`config.mk`:
```
export PLATFORM = sky130hd
export DESIGN_NAME = dma_xfer_splitter
export DESIGN_NICKNAME = d
export VERILOG_FILES = /design/src/rtl/dma_desc_pkg.sv /design/src/rtl/dma_chunk_calc.sv /design/src/rtl/dma_xfer_splitter.sv
export SDC_FILE = /design/constraint.sdc
export NUM_CORES = 2
export LEC_CHECK = 0
export BUFFER_PORTS_ARGS = -buffer_cell sky130_fd_sc_hd__buf_2
export CAP_MARGIN = 20
export CORE_MARGIN = 2
export CORE_UTILIZATION = 25
export CTS_BUF_LIST = sky130_fd_sc_hd__clkbuf_8
export DETAILED_ROUTE_END_ITERATION = 6
export MAX_ROUTING_LAYER = met4
export SETUP_SLACK_MARGIN = 0.15
export SYNTH_ARGS = -nofsm -noshare
export SYNTH_HDL_FRONTEND = slang
export SYNTH_SLANG_ARGS = --single-unit
```
`constraint.sdc`:
```
create_clock -name clk -period 28.6 [get_ports clk]
set_clock_uncertainty 0.2 [all_clocks]
set_input_delay 2.86 -clock clk [delete_from_list [all_inputs] [get_ports clk]]
set_output_delay 2.86 -clock clk [all_outputs]
set_load 0.01 [all_outputs]
```
`src/rtl/dma_desc_pkg.sv`:
```
// Shared definitions for the DMA transfer splitter: descriptor layout, widths,
// FSM state encoding and the block-mode descriptor builder.
package dma_desc_pkg;

  localparam int unsigned DESC_W   = 256;
  localparam int unsigned STATUS_W = 160;
  localparam int unsigned ADDR_W   = 64;
  localparam int unsigned BCOUNT_W = 32;

  localparam int unsigned DESC_LAST0_BIT = 0;
  localparam int unsigned DESC_FIRST_BIT = 10;
  localparam int unsigned DESC_LAST_BIT  = 11;
  localparam int unsigned DESC_BCNT_LSB  = 32;
  localparam int unsigned DESC_SYS_LSB   = 64;
  localparam int unsigned DESC_CARD_LSB  = 128;

  localparam int unsigned STATUS_BYTES_LSB = 32;

  typedef enum logic [2:0] {
    StIdle,
    StIssue,
    StRelease,
    StDrain,
    StAbort,
    StResp
  } state_e;

  function automatic logic [DESC_W-1:0] build_block_desc(
    input logic                first,
    input logic                last,
    input logic [ADDR_W-1:0]   sys,
    input logic [ADDR_W-1:0]   card,
    input logic [BCOUNT_W-1:0] bcount
  );
    logic [DESC_W-1:0] d;
    d                               = '0;
    d[DESC_LAST0_BIT]               = last;
    d[DESC_FIRST_BIT]               = first;
    d[DESC_LAST_BIT]                = last;
    d[DESC_BCNT_LSB +: BCOUNT_W]    = bcount;
    d[DESC_SYS_LSB +: ADDR_W]       = sys;
    d[DESC_CARD_LSB +: ADDR_W]      = card;
    return d;
  endfunction

endpackage

```
`src/rtl/dma_chunk_calc.sv`:
```
// Combinational chunk sizing: largest piece of the remaining transfer that does
// not cross the next MAX_BYTES system-address boundary.
module dma_chunk_calc
  import dma_desc_pkg::*;
#(
  parameter int unsigned MAX_BYTES_LOG2 = 12
) (
  input  logic [ADDR_W-1:0]   sys_addr,
  input  logic [BCOUNT_W-1:0] remaining,
  output logic [BCOUNT_W-1:0] chunk,
  output logic                last
);

  logic [BCOUNT_W-1:0] offset;
  logic [BCOUNT_W-1:0] max_bytes;

  always_comb begin
    offset                      = '0;
    offset[MAX_BYTES_LOG2-1:0]  = sys_addr[MAX_BYTES_LOG2-1:0];
    max_bytes                   = (BCOUNT_W'(1) << MAX_BYTES_LOG2) - offset;
    chunk                       = (remaining < max_bytes) ? remaining : max_bytes;
    last                        = (chunk == remaining);
  end

endmodule

```
`src/rtl/dma_xfer_splitter.sv`:
```
// Command front-end for one direct-DMA channel: splits whole transfers into
// boundary-aligned block descriptors and aggregates their completions.
module dma_xfer_splitter
  import dma_desc_pkg::*;
#(
  parameter int unsigned MAX_BYTES_LOG2 = 12
) (
  input  logic                clk,
  input  logic                rst,
  input  logic                cmd_valid,
  output logic                cmd_ready,
  input  logic [63:0]         cmd_sys_addr,
  input  logic [63:0]         cmd_card_addr,
  input  logic [31:0]         cmd_bcount,
  input  logic                abort,
  output logic                desc_req,
  input  logic                desc_ready,
  output logic [31:0]         desc_ptr,
  output logic [255:0]        desc_data,
  output logic                desc_abort,
  input  logic                desc_abort_ack,
  input  logic                desc_done,
  input  logic [159:0]        desc_done_status,
  output logic                rsp_valid,
  output logic [159:0]        rsp_status,
  output logic                rsp_error,
  output logic                rsp_aborted,
  output logic                busy
);

  state_e               state_q, state_d;
  logic [ADDR_W-1:0]    sys_q, sys_d, card_q, card_d;
  logic [BCOUNT_W-1:0]  rem_q, rem_d, chunk_q, chunk_d;
  logic [DESC_W-1:0]    desc_q, desc_d;
  logic [31:0]          num_issued_q, num_issued_d;
  logic [31:0]          num_done_q, num_done_d;
  logic [31:0]          done_bytes_q, done_bytes_d;
  logic [STATUS_W-1:0]  last_status_q, last_status_d;
  logic [STATUS_W-1:0]  rsp_status_q, rsp_status_d;
  logic                 rsp_error_q, rsp_error_d;
  logic                 rsp_aborted_q, rsp_aborted_d;
  logic                 done_prev_q;
  logic                 done_rise;

  logic [ADDR_W-1:0]    calc_sys;
  logic [BCOUNT_W-1:0]  calc_rem, calc_chunk;
  logic                 calc_last;

  // In IDLE the first chunk is sized straight from the incoming command.
  always_comb begin
    calc_sys = (state_q == StIdle) ? cmd_sys_addr : sys_q;
    calc_rem = (state_q == StIdle) ? cmd_bcount : rem_q;
  end

  dma_chunk_calc #(
    .MAX_BYTES_LOG2(MAX_BYTES_LOG2)
  ) u_chunk_calc (
    .sys_addr (calc_sys),
    .remaining(calc_rem),
    .chunk    (calc_chunk),
    .last     (calc_last)
  );

  assign done_rise = desc_done & ~done_prev_q;

  always_comb begin
    state_d       = state_q;
    sys_d         = sys_q;
    card_d        = card_q;
    rem_d         = rem_q;
    chunk_d       = chunk_q;
    desc_d        = desc_q;
    num_issued_d  = num_issued_q;
    num_done_d    = num_done_q;
    done_bytes_d  = done_bytes_q;
    last_status_d = last_status_q;
    rsp_status_d  = rsp_status_q;
    rsp_error_d   = rsp_error_q;
    rsp_aborted_d = rsp_aborted_q;

    // Completions are tracked before the FSM so a DRAIN compare sees this cycle's rise.
    if (state_q != StIdle && done_rise) begin
      num_done_d    = num_done_q + 32'd1;
      done_bytes_d  = done_bytes_q + desc_done_status[STATUS_BYTES_LSB +: 32];
      last_status_d = desc_done_status;
    end

    unique case (state_q)
      StIdle: begin
        if (cmd_valid) begin
          num_issued_d  = '0;
          num_done_d    = '0;
          done_bytes_d  = '0;
          last_status_d = '0;
          if (cmd_bcount == '0) begin
            rsp_status_d  = '0;
            rsp_error_d   = 1'b1;
            rsp_aborted_d = 1'b0;
            state_d       = StResp;
          end else begin
            sys_d   = cmd_sys_addr;
            card_d  = cmd_card_addr;
            rem_d   = cmd_bcount;
            chunk_d = calc_chunk;
            desc_d  = build_block_desc(1'b1, calc_last, cmd_sys_addr, cmd_card_addr, calc_chunk);
            state_d = StIssue;
          end
        end
      end
      StIssue: begin
        if (abort) begin
          state_d = StAbort;
        end else if (desc_ready) begin
          num_issued_d = num_issued_q + 32'd1;
          sys_d        = sys_q + {32'b0, chunk_q};
          card_d       = card_q + {32'b0, chunk_q};
          rem_d        = rem_q - chunk_q;
          state_d      = StRelease;
        end
      end
      StRelease: begin
        if (abort) begin
          state_d = StAbort;
        end else if (!desc_ready) begin
          if (rem_q != '0) begin
            chunk_d = calc_chunk;
            desc_d  = build_block_desc(1'b0, calc_last, sys_q, card_q, calc_chunk);
            state_d = StIssue;
          end else begin
            state_d = StDrain;
          end
        end
      end
      StDrain: begin
        if (abort) begin
          state_d = StAbort;
        end else if (num_done_d == num_issued_q) begin
          rsp_status_d  = {last_status_d[159:64], done_bytes_d, last_status_d[31:0]};
          rsp_error_d   = 1'b0;
          rsp_aborted_d = 1'b0;
          state_d       = StResp;
        end
      end
      StAbort: begin
        if (desc_abort_ack) begin
          rsp_status_d  = {last_status_d[159:64], done_bytes_d, last_status_d[31:0]};
          rsp_error_d   = 1'b0;
          rsp_aborted_d = 1'b1;
          state_d       = StResp;
        end
      end
      StResp: begin
        state_d = StIdle;
      end
      default: begin
        state_d = StIdle;
      end
    endcase
  end

  always_ff @(posedge clk or posedge rst) begin
    if (rst) begin
      state_q       <= StIdle;
      sys_q         <= '0;
      card_q        <= '0;
      rem_q         <= '0;
      chunk_q       <= '0;
      desc_q        <= '0;
      num_issued_q  <= '0;
      num_done_q    <= '0;
      done_bytes_q  <= '0;
      last_status_q <= '0;
      rsp_status_q  <= '0;
      rsp_error_q   <= 1'b0;
      rsp_aborted_q <= 1'b0;
      done_prev_q   <= 1'b0;
    end else begin
      state_q       <= state_d;
      sys_q         <= sys_d;
      card_q        <= card_d;
      rem_q         <= rem_d;
      chunk_q       <= chunk_d;
      desc_q        <= desc_d;
      num_issued_q  <= num_issued_d;
      num_done_q    <= num_done_d;
      done_bytes_q  <= done_bytes_d;
      last_status_q <= last_status_d;
      rsp_status_q  <= rsp_status_d;
      rsp_error_q   <= rsp_error_d;
      rsp_aborted_q <= rsp_aborted_d;
      done_prev_q   <= desc_done;
    end
  end

  // Handshake outputs decode the registered state, so reset drops them at once.
  assign cmd_ready   = (state_q == StIdle);
  assign busy        = (state_q != StIdle);
  assign desc_req    = (state_q == StIssue);
  assign desc_abort  = (state_q == StAbort);
  assign rsp_valid   = (state_q == StResp);
  assign desc_ptr    = '0;
  assign desc_data   = desc_q;
  assign rsp_status  = rsp_status_q;
  assign rsp_error   = rsp_error_q;
  assign rsp_aborted = rsp_aborted_q;

endmodule

```
After elaboration in Yosys (flattened, before gate mapping):

Index checks and enable logic that the tools add are counted.

* output and inout port bits: 455
* word-level logic and storage cells: 128
* flip-flop bits (word level): 870
* input port bits: 327

* add/sub/neg operators: 7
* mux-type cells: 70
* order comparisons: 1
* reduce and logical (&&, ||, !) cells: 13
* equality and inequality tests: 21
* bitwise operators: 2

Operators with widths (number)
* 160-bit 2-to-1 mux: 8
* 256-bit 2-to-1 mux: 5
* 32-bit 2-to-1 mux: 20
* 64-bit 2-to-1 mux: 8
* 256-bit one-hot mux with 2 select lines: 1
* 160-bit one-hot mux with 3 select lines: 1
* 64-bit one-hot mux with 2 select lines: 2
* 32-bit one-hot mux with 2 select lines: 3
* 64-bit by 32-bit adder with 64-bit output: 2
* 32-bit by 1-bit adder with 32-bit output, second input constant: 2
* 32-bit equality test: 2
* 32-bit adder: 1
* 32-bit zero test: 1
* 32-bit less-than comparator: 1
* 32-bit nonzero test: 1
* 32-bit subtractor: 1
* 3-bit 2-to-1 mux: 9
* 2-bit inequality test, second input constant: 8
* 3-bit one-hot mux with 5 select lines: 1
* 13-bit by 12-bit subtractor with 14-bit output, first input constant: 1
* 12-bit 2-to-1 mux: 1
* 6-bit AND reduction: 2
* 5-bit AND reduction: 2
* 1-bit 2-to-1 mux: 8
* 15 further kinds: 23

Longest topological paths before layout:

* word-level depth: 10
* gate-level depth with buffers: 22
* gate-level depth less buffers: 18

By module:

A second synthesis with hierarchy kept.

* cells, all modules: 4598
* area total of the unflattened synthesis: 40451.3 µm²

By module, submodules not included
* dma_xfer_splitter: sequential area each 17817.1 µm², times used 1, cells an instance 4439, area each 39278.9 µm²
* dma_chunk_calc: sequential area each 0.0 µm², times used 1, cells an instance 159, area each 1172.4 µm²

Least setup slack after synthesis:

OpenSTA, ideal clock, no wires.

* path kind: input to register
* start: in cmd_sys_addr[0]
* end: reg chunk_q[0]
* setup time: 77 ps
* setup slack: 22175 ps
* data required time: 28323 ps
* buffers on the path: 1
* arrival: 6147 ps
* stages on the path: 16
* cell sequence: mux2i_1 -> o21a_1 -> nand2_1 -> nor2_1 -> xnor2_1 -> o21ai_0 -> ha_1 -> a21o_1 -> a21o_1 -> a21oi_1 -> o21ai_0 -> o2111a_1 -> a2111oi_2 -> buf_2 -> mux2_2 -> a21oi_1

* cells in the longest elaborated chain, start to end: 8

RTL lines
* from (decl): RTL line dma_xfer_splitter.sv:12 `input logic [63:0] cmd_sys_addr,`
* 12-bit 2-to-1 mux *: RTL line dma_xfer_splitter.sv:51 `calc_sys = (state_q == StIdle) ? cmd_sys_addr : sys_q;`
* 13-bit by 12-bit subtractor with 14-bit output *: RTL line dma_chunk_calc.sv:20 `max_bytes = (BCOUNT_W'(1) << MAX_BYTES_LOG2) - offset;`
* 32-bit less-than comparator: RTL line dma_chunk_calc.sv:21 `chunk = (remaining < max_bytes) ? remaining : max_bytes;`
* 32-bit 2-to-1 mux *: RTL line dma_chunk_calc.sv:21
* 32-bit 2-to-1 mux: RTL line dma_xfer_splitter.sv:125 `if (rem_q != '0) begin`
* 32-bit 2-to-1 mux: RTL line dma_xfer_splitter.sv:124 `end else if (!desc_ready) begin`
* 32-bit 2-to-1 mux: RTL line dma_xfer_splitter.sv:122 `if (abort) begin`
* 32-bit one-hot mux with 2 select lines *: RTL line dma_xfer_splitter.sv:88 `unique case (state_q)`
* to (signal assigned): RTL line dma_xfer_splitter.sv:182 `chunk_q <= chunk_d;`
* to (decl): RTL line dma_xfer_splitter.sv:33 `logic [BCOUNT_W-1:0] rem_q, rem_d, chunk_q, chunk_d;`

Mark *: on every way between the ends. The rest lies on a longest branch, timed or not. The select of a mux whose other input is x is not followed.
A chain may end at the register's enable or synchronous reset.

Final worst setup path:

* start: in desc_done
* end: reg rsp_status_q[54] (netlist: rsp_status[54])

* cells in the longest elaborated chain, start to end: 6

RTL lines
* from (decl): RTL line dma_xfer_splitter.sv:22 `input logic desc_done,`
* 1-bit AND *: RTL line dma_xfer_splitter.sv:64 `assign done_rise = desc_done & ~done_prev_q;`
* 1-bit logical AND *: RTL line dma_xfer_splitter.sv:82 `if (state_q != StIdle && done_rise) begin`
* 32-bit 2-to-1 mux: RTL line dma_xfer_splitter.sv:82
* 32-bit equality test or 160-bit 2-to-1 mux (tied branches): RTL line dma_xfer_splitter.sv:137 `end else if (num_done_d == num_issued_q) begin`
* 2-bit inequality test (no source line) or 160-bit 2-to-1 mux (tied branches)
* 6-bit AND reduction (no source line) or 160-bit one-hot mux with 3 select lines (tied branches)
* to (signal assigned): RTL line dma_xfer_splitter.sv:188 `rsp_status_q <= rsp_status_d;`
* to (decl): RTL line dma_xfer_splitter.sv:39 `logic [STATUS_W-1:0] rsp_status_q, rsp_status_d;`

Marks and branches as above.

==> impl_metrics.env <==
export IMPL_status="finished clean"
export IMPL_synthAdderAreaFrac_pct=4.61
export IMPL_cts_inserted_buffers=139
export IMPL_cpMaxStageDelayCell="buf_4"
export IMPL_max_slew_margin_pct=24.5
export IMPL_rrSetupSlack_ns=22.38
export IMPL_irDropWorstVdd_v=0.0000780
export IMPL_muxShareOfSynthArea_pct=7.71
export IMPL_wl_per_cell_um=20.8
export IMPL_vias_per_cell=4.92
export IMPL_synthesis_area_um2=40000
export IMPL_rows=146
export IMPL_r2r_end="chunk_q[8]"
export IMPL_cts_sinks=712
export IMPL_synth_top_area_cell="dfrtp_1"
export IMPL_grt_max_degree=161
export IMPL_path_class="in -> reg"
export IMPL_critPathRequiredTime_ns=29.12
export IMPL_drive_gt1_share_pct=19.0
export IMPL_yosys_warnings=0
export IMPL_power_density_nw_per_um2=110
export IMPL_report_final_slew_viol_count=0
export IMPL_gr_total_overflow=0
export IMPL_crit_fanout=64
export IMPL_clockBufferDepth=3
export IMPL_drt_pass1_iterations=6
export IMPL_yosys_area_share_xor_xnor_pct=4.52
export IMPL_dieWidth_um=404
export IMPL_synth_top_cells_by_count="dfrtp_1 (712), nand2_1 (507), nor2_1 (488), mux2i_1 (290), o21ai_0 (290)"
export IMPL_initial_core_util_pct=25.2
export IMPL_fmax_mhz=133
export IMPL_grtUsageTotal_pct=18.3
export IMPL_wl_um=150000
export IMPL_synth_seq_cells=712
export IMPL_portBuffers=656
export IMPL_post_route_drc_count=0
export IMPL_fin_nets=5460
export IMPL_drt_initial_drc_count=2906
export IMPL_rsz0062_at_grt="no"
export IMPL_yosysTopAreaCellShare_pct=44.6
export IMPL_cts_root_buf="clkbuf_8"
export IMPL_synth_top_flop_cell="dfrtp_1"
export IMPL_crit_top_cell="buf_4"
export IMPL_die_area_um2=163000
export IMPL_synth_top_family_by_area="compound AO/OA/AOI/OAI gates"
export IMPL_fp_dieH_um=404
export IMPL_cpPeakStageDelay_ns=0.74
export IMPL_startpoint="desc_done"
export IMPL_crit_chain="buf_2, nand4b_1, or3_1, or4_1, xor2_1, o21ai_0, a211oi_1, nand4_1, nor4_2, nor2_4, buf_4, buf_4, inv_2, a22o_1"
export IMPL_seq_area_frac_synth_pct=44.6
export IMPL_async_reset_ff_share_pct=100
export IMPL_synthToLayoutAreaGrowth_pct=20.0
export IMPL_cp_arrival_ns=8.06
export IMPL_tightest_slew_ns=1.13
export IMPL_postRouteAntennaNets=0
export IMPL_r2r_start="state_q[2]"
export IMPL_end_kind="flip-flop"
export IMPL_cts_resized=0
export IMPL_hpwl_um=111000
export IMPL_period_minus_slack_ns=7.55
export IMPL_hp_class="reg -> reg"
export IMPL_core_area_um2=159000
export IMPL_tns_ns=0
export IMPL_synth_cell_types=85
export IMPL_post_cts_setup_buffers=0
export IMPL_synth_most_common_cell="dfrtp_1"
export IMPL_ios=782
export IMPL_fin_area_um2=48000
export IMPL_worstRegToRegCells=19
export IMPL_cts_tree="built"
export IMPL_period_share_pct=26.4
export IMPL_dpl_cell_area_um2=44800
export IMPL_synth_avg_cell_area_um2=9.11
export IMPL_hold_buffers=0
export IMPL_gp_congestion=0.925
export IMPL_p_leak_nw=24.0
export IMPL_synth_compound_area_share_pct=16.6
export IMPL_synth_simple_gate_area_share_pct=16.3
export IMPL_max_cap_violations=0
export IMPL_fillCellCount=16800
export IMPL_vias=35400
export IMPL_cp_start_kind="primary input"
export IMPL_insertion_delay_ns=0.87
export IMPL_grt_pass1_vias=34000
export IMPL_synthTopCellsByArea="dfrtp_1 (45%), mux2i_1 (7.3%), nand2_1 (4.8%)"
export IMPL_cts_max_level=4
export IMPL_grt_antenna_before_repair=48
export IMPL_setup_viol_count_final=0
export IMPL_hold_start="desc_data[188]"
export IMPL_clkSlewWorstSetupHoldPaths_ns=0.06
export IMPL_synth_edf_count=0
export IMPL_synthCells=4390
export IMPL_grt_pass1_wl_um=222000
export IMPL_hold_viol_final=0
export IMPL_critical_path_endpoint="rsp_status[54]"
routing by layer:
layer	wire [um]	track usage, %	up-vias
met5	0	-	-
met4	4560	6.22	0
met3	11200	4.73	253
met2	67900	27.8	1374
met1	66200	23.7	17200
li1	-	-	16600
cell type report:
type / count / area (um^2) / share of cell area [%]
multi-input cells: 3340 / 20400 / 42.6
flip-flops and latches: 712 / 17800 / 37.1
repair buffers: 703 / 3690 / 7.69
well taps: 2072 / 2590 / 5.40
clock buffers: 175 / 2410 / 5.02
clock inverters: 73 / 608 / 1.27
inverters: 92 / 355 / 0.741
diodes: 30 / 75.1 / 0.156
through the flow:
stage	util (%)	worst slack, ns	power [mW]	std cells	hold WS (ns)
after floorplan	-	5.57	3.30	4514	0.275
after global placement	28.3	20.09	4.10	6917	0.259
after detailed placement	28.3	19.97	4.14	6917	0.266
after CTS	30.2	20.98	5.30	7165	0.280
after global routing	30.3	20.80	5.66	7192	0.295
final	30.3	21.05	5.26	7197	0.271
power by group:
| group | switching, mW | leakage [nW] | internal (mW) |
|---|---|---|---|
| registers | 0.300 | 9.02 | 1.40 |
| clock network | 0.506 | 1.69 | 0.614 |
| logic | 1.54 | 13.3 | 0.901 |
| total | 2.35 | 24.0 | 2.91 |
registers in the layout, indices dropped and copies added (netlist names):
signal	count
rsp_status	160
desc_data	131
last_status_q	128
card_q	64
sys_q	64
done_bytes_q	32
num_done_q	32
num_issued_q	32
rem_q	32
chunk_q	31
state_q	3
done_prev_q	1
rsp_aborted	1
rsp_error	1
cell usage in the layout (no fill, tap or decap), types with 141 or more instances in the layout:
master    Yosys  layout
buf_2        32     656
clkbuf_8      0     175
a21oi_1     286     286
mux2i_1     290     290
nor2_1      488     485
nand2_1     507     504
dfrtp_1     712     712
o21ai_0     290     290
ha_1        141     141
o21ai_1     153     153
cells by family after synthesis:
logic type               count (synthesis)
XOR/XNOR                               203
AND/OR/NAND/NOR                       1454
multiplexers                           306
other                                    1
buffers and inverters                  462
AO/OA/AOI/OAI                         1107
adder cells (fa/ha/maj)                145
flip-flops                             712
how the worst min path moves through the flow:
stage	depth (start not counted)	end
after floorplan	2	card_q[10]
after global placement	2	desc_data[136]
after detailed placement	2	desc_data[188]
after CTS	2	desc_data[188]
after global routing	2	rsp_status[26]
final	2	desc_data[188]
worst max-delay path, delay by kind of cell:
kind / cells / cell delay (ns)
AND/OR/NAND/NOR: 6 / 2.40
buffers and inverters: 4 / 1.82
AO/OA/AOI/OAI: 3 / 0.73
XOR/XNOR: 1 / 0.17
No activity file was read; power rests on OpenSTA's default activity.
